**src/rtl/reg_bank_reader_pkg.sv**
```systemverilog
// Shared constants for the register bank reader: FSM state encoding and
// default geometry of the 8 x 32-bit bank it drains.
// Ports: none (package).
package reg_bank_reader_pkg;

  localparam int DATA_W   = 32;
  localparam int NUM_REGS = 8;
  localparam int IDX_W    = 3;

  // Two-state scan FSM; encoding kept as plain constants so older
  // tooling that compares raw state bits keeps working.
  localparam logic [0:0] ST_IDLE = 1'b0;
  localparam logic [0:0] ST_SEND = 1'b1;

endpackage

```
**src/rtl/reg_pri_enc8.sv**
```systemverilog
// Purpose: lowest-set-bit priority encoder over an 8-bit select vector.
// Latency: combinational, zero cycles.
// Backpressure: none (pure logic).
// Ports: vec (in, 8) - candidate bits; idx (out, 3) - lowest set index;
//        any_set (out) - vec != 0; multi_set (out) - two or more bits set.
module reg_pri_enc8
  import reg_bank_reader_pkg::*;
(
  input  logic [NUM_REGS-1:0] vec,
  output logic [IDX_W-1:0]    idx,
  output logic                any_set,
  output logic                multi_set
);

  logic found;

  always_comb begin
    idx   = '0;
    found = 1'b0;
    for (int i = 0; i < NUM_REGS; i++) begin
      if (vec[i] && !found) begin
        idx   = IDX_W'(i);
        found = 1'b1;
      end
    end
  end

  assign any_set   = |vec;
  // Clearing the lowest set bit leaves something only if another bit was set.
  assign multi_set = |(vec & (vec - NUM_REGS'(1)));

endmodule

```
**src/rtl/reg_bank_reader.sv**
```systemverilog
// Purpose: on start, stream the masked bank registers lowest index first.
// Latency: first word valid one edge after start; one word per cycle after.
// Backpressure: word held stable while out_valid=1 and out_ready=0.
// Ports: clk, clear (async active-high reset), start/mask (scan request),
//        d_in0..d_in7 (live bank contents), out_valid/out_ready/out_data/
//        out_idx/out_last (word stream), busy (scan active), done (end pulse).
module reg_bank_reader
  import reg_bank_reader_pkg::*;
(
  input  logic                clk,
  input  logic                clear,
  input  logic                start,
  input  logic [NUM_REGS-1:0] mask,
  input  logic [DATA_W-1:0]   d_in0,
  input  logic [DATA_W-1:0]   d_in1,
  input  logic [DATA_W-1:0]   d_in2,
  input  logic [DATA_W-1:0]   d_in3,
  input  logic [DATA_W-1:0]   d_in4,
  input  logic [DATA_W-1:0]   d_in5,
  input  logic [DATA_W-1:0]   d_in6,
  input  logic [DATA_W-1:0]   d_in7,
  output logic                out_valid,
  input  logic                out_ready,
  output logic [DATA_W-1:0]   out_data,
  output logic [IDX_W-1:0]    out_idx,
  output logic                out_last,
  output logic                busy,
  output logic                done
);

  logic [0:0]          state;
  // Bits still to be loaded; the word currently presented is already removed.
  logic [NUM_REGS-1:0] pending;

  logic [NUM_REGS-1:0] enc_in;
  logic [IDX_W-1:0]    sel_idx;
  logic                sel_any;
  logic                sel_multi;
  logic [NUM_REGS-1:0] sel_bit;
  logic [NUM_REGS-1:0] remaining;
  logic [DATA_W-1:0]   sel_word;

  // In IDLE the encoder looks at the incoming mask, in SEND at what is left.
  assign enc_in = (state == ST_IDLE) ? mask : pending;

  reg_pri_enc8 u_pri_enc (
    .vec       (enc_in),
    .idx       (sel_idx),
    .any_set   (sel_any),
    .multi_set (sel_multi)
  );

  assign sel_bit   = NUM_REGS'(1) << sel_idx;
  assign remaining = enc_in & ~sel_bit;

  always_comb begin
    sel_word = '0;
    case (sel_idx)
      3'd0:    sel_word = d_in0;
      3'd1:    sel_word = d_in1;
      3'd2:    sel_word = d_in2;
      3'd3:    sel_word = d_in3;
      3'd4:    sel_word = d_in4;
      3'd5:    sel_word = d_in5;
      3'd6:    sel_word = d_in6;
      default: sel_word = d_in7;
    endcase
  end

  // The stream is valid exactly while a scan is in SEND.
  assign out_valid = (state == ST_SEND);
  assign busy      = (state == ST_SEND);

  always_ff @(posedge clk or posedge clear) begin
    if (clear) begin
      state    <= ST_IDLE;
      pending  <= '0;
      out_data <= '0;
      out_idx  <= '0;
      out_last <= 1'b0;
      done     <= 1'b0;
    end else begin
      done <= 1'b0;
      case (state)
        ST_IDLE: begin
          if (start) begin
            if (sel_any) begin
              // Snapshot the selected register now; later bank writes
              // must not disturb the presented word.
              pending  <= remaining;
              out_data <= sel_word;
              out_idx  <= sel_idx;
              out_last <= !sel_multi;
              state    <= ST_SEND;
            end else begin
              done <= 1'b1;
            end
          end
        end
        ST_SEND: begin
          if (out_ready) begin
            if (sel_any) begin
              pending  <= remaining;
              out_data <= sel_word;
              out_idx  <= sel_idx;
              out_last <= !sel_multi;
            end else begin
              pending  <= '0;
              out_data <= '0;
              out_idx  <= '0;
              out_last <= 1'b0;
              done     <= 1'b1;
              state    <= ST_IDLE;
            end
          end
        end
        default: state <= ST_IDLE;
      endcase
    end
  end

endmodule

```
**config.mk**
```make
export PLATFORM = sky130hd
export DESIGN_NAME = reg_bank_reader
export DESIGN_NICKNAME = d
export VERILOG_FILES = /design/src/rtl/reg_bank_reader_pkg.sv /design/src/rtl/reg_pri_enc8.sv /design/src/rtl/reg_bank_reader.sv
export SDC_FILE = /design/constraint.sdc
export NUM_CORES = 1
export LEC_CHECK = 0
export BUFFER_PORTS_ARGS = -buffer_cell sky130_fd_sc_hd__clkbuf_2
export CORE_AREA = 2 2 118 120
export CTS_CLUSTER_SIZE = 10
export DETAILED_ROUTE_END_ITERATION = 6
export DIE_AREA = 0 0 120 122
export GPL_ROUTABILITY_DRIVEN = 1
export GPL_TIMING_DRIVEN = 0
export PLACE_DENSITY = 0.68
export SYNTH_ARGS = -nofsm -noshare
export SYNTH_HDL_FRONTEND = slang
export SYNTH_SLANG_ARGS = --single-unit
```
**constraint.sdc**
```tcl
create_clock -name clk -period 6.2 [get_ports clk]
set_input_delay 1.24 -clock clk [delete_from_list [all_inputs] [get_ports clk]]
set_output_delay 1.24 -clock clk [all_outputs]
set_load 0.02 [all_outputs]
```
==> qor.txt <==
Status: finished, final reports clean
Overall Power: 3.77 mW
Filler cell count: 1357
Die width: 120 um
Ys async rst share: 1.00
CTS tree: built
Final Critical Period: 3.78 ns
Max cap viols: 0
Net Sw Power: 1.93 mW
Crit share post-route: 0.610
FP Rows: 43
Clk slew on worst S/H paths: 0.07 ns
I/O Buffers: 305
Clock buffer count from CTS: 5
Largest net degree at the start of global routing: 29
Critical setup path kind: in -> reg
Synth warnings: 0
Worst-path maximum fanout: 10
Mean post-synth cell area: 8.95 um2
Share of cells above drive strength 1: 0.525
Total GRT Usage: 0.288
P_int: 1.84 mW
Core area: 13500 um2
Initial Util: 0.338
Initial antenna violation count: 0
Clk_skew: 0.00254 ns
R2R Path Start: busy
Total grt overflow: 0
Clock root cell: clkbuf_16
Via count: 5885
Antenna Cells: 0
I/O pins: 307
VDD IR-drop max: 0.295 mV
Worst Setup Start Kind: input port
Fin. max-slew vios: 0
R2R Path End: out_data[9]
Dpl hpwl: 17600 um
Worst Hold Launch: out_data[7]
CP arrival: 3.99 ns
Switching part of the total: 0.513
Register Area: 1150 um2
Drt drc: 0
Area Growth Syn to Fin: 41.8%
Hold Crit Depth: 2
Clk pwr share: 0.072
Yosys cell types: 75
Register area share after synthesis: 0.252
Worst slew margin: 0.140
Nets@finish: 1091
Multi-input gate area: 2900 um2
Vias per inst: 5.87
Flop pwr share: 0.142
Worst reg-to-reg path cell count: 8
Worst Hold End: out_data[7]
1st-pass router iterations: 5
Worst skew pair latency: 0.29 ns
Leakage power: 3.20 nW
EDFF count, synth: 0
Post-route ant nets: 0
Comb pwr share: 0.787
Yosys reg bits: 46
Finished Layout Cells: 1003
Fin util: 0.479
CP endpoint kind: flip-flop
Vias in the first global route: 5582
Worst-Margin Slew: 1.29 ns
Buffer count from post-CTS setup fixing: 0
H-tree lvl count: 2
Die area: 14600 um2
Total wire length: 22400 um
CTS resizes: 0
Synthesized Nets: 778
Die boundary height: 122 um
Power density over cell area: 582 nW/um2
Unrepaired setup endpoints after global routing: no
CTS max path bufs: 2
Setup tns final: 0 ns
Mapped Area: 4560 um2
Routed len/inst: 22.3 um
Placed instance count: 996
First-pass GRT wire length: 31900 um
Worst hold-check path type: reg -> reg
Cells after Synth: 510
CTS Hold Bufs: 0
Top_reg_cell synth: dfrtp_1
Flop2flop setup slack: 2.85 ns
Clock Sinks: 46
WP data required: 6.40 ns
Hold violation count in the final report: 0
GPL Wtd Cong: 0.940
Starting DRT DRC Count: 508
Final setup fails: 0
Fmax: 264 MHz
## flip-flops by register name (all words and copies together), names as in the netlist
name,flops
busy,1
done,1
out_data,32
out_idx,3
out_last,1
pending,8
## power groups by stage
stage / combinational (mW) / sequential (mW) / clock, mW
5_1_grt: 3.17 / 0.549 / 0.283
2_1_floorplan: 1.94 / 0.651 / 0
3_3_place_gp: 2.92 / 0.533 / 0
3_5_place_dp: 2.93 / 0.532 / 0
6_report: 2.96 / 0.534 / 0.270
4_1_cts: 2.94 / 0.530 / 0.272
## through the flow
stage                     hold WS [ns]  area [um2]  worst slack [ns]
after floorplan                  0.484        4560              2.92
after global placement           0.491        6320              2.26
after detailed placement         0.492        6340              2.25
after CTS                        0.512        6470              2.55
after global routing             0.528        6470              2.34
final                            0.512        6470              2.42
## placed cells by master, fill, tap and decap left out, drive strengths merged, types with 3 or more instances in the layout
master   instances
a2111oi          3
dfrtp           46
a221o            4
nor2            18
a32o             5
and3             5
a22oi           30
nand3            4
or3b             4
and4             5
nand2           37
nor3b            6
or3              5
clkbuf         350
a21oi           34
a211o           22
a31oi           11
o21ai           82
a221oi          29
a32oi            8
o21a             5
nor2b            3
a21o             4
o31ai            3
inv              6
mux2i            3
a22o            36
nand4            3
buf             13
nor3             7
## synth_stat cells (all sizes together), types with 4 or more instances
cell | instances | area (um2)
a22oi | 30 | 230
a21oi | 34 | 170
inv | 6 | 22.5
a21o | 4 | 31.3
and3 | 5 | 31.3
a221oi | 29 | 379
nor3 | 7 | 51.3
o21ai | 82 | 410
clkbuf | 40 | 350
dfrtp | 46 | 1150
a211o | 22 | 214
a32o | 5 | 50.1
or3b | 4 | 35.0
buf | 12 | 119
a22o | 36 | 343
a221o | 4 | 42.5
nand2 | 37 | 141
nor3b | 6 | 55.1
a31oi | 11 | 68.8
o21a | 5 | 37.5
a32oi | 8 | 70.1
nor2 | 18 | 70.1
and4 | 5 | 50.1
or3 | 5 | 33.8
nand3 | 4 | 20.0
## per-layer routing
metal | routed length [um] | global-route usage | vias up
met1 | 9370 | 0.371 | 2802
met2 | 10600 | 0.480 | 357
met5 | 0 | 0 | -
li1 | - | - | 2677
met4 | 677 | 0.107 | 0
met3 | 1730 | 0.0571 | 49
## cell families (layout without fill, tap and decap cells)
group / Yosys count / after routing / share of synthesized area
compound gates: 288 / 288 / 0.484
xor+xnor: 1 / 1 / 0.00192
buf+inv: 60 / 373 / 0.112
flops: 46 / 46 / 0.252
mux: 5 / 5 / 0.0115
simple gates: 110 / 110 / 0.138
## worst max-delay path: stages
cell and delay, ns:
clkbuf_2 0.11, nor3_1 0.45, o211ai_1 0.20, nor4_1 0.69
clkbuf_1 0.68, a22oi_1 0.22, and3_1 0.20, a32oi_1 0.20
## worst max path at each step
stage	to	slack [ns]	start
after global routing	out_data[9]	2.34	mask[0]
after detailed placement	out_data[9]	2.25	mask[0]
after CTS	out_data[9]	2.55	mask[0]
final	out_data[9]	2.42	mask[0]
after global placement	out_data[9]	2.26	mask[0]
after floorplan	out_data[0]	2.92	mask[4]
## final cells by class
type | count | share of cell area
Buffer | 54 | 0.0758
Clock buffer | 5 | 0.0193
Clock inverter | 2 | 0.00155
Inverter | 6 | 0.00348
Multi-Input combinational cell | 404 | 0.448
Sequential cell | 46 | 0.178
Tap cell | 180 | 0.0348
Timing Repair Buffer | 306 | 0.239
(Power assumes the default switching activity.)
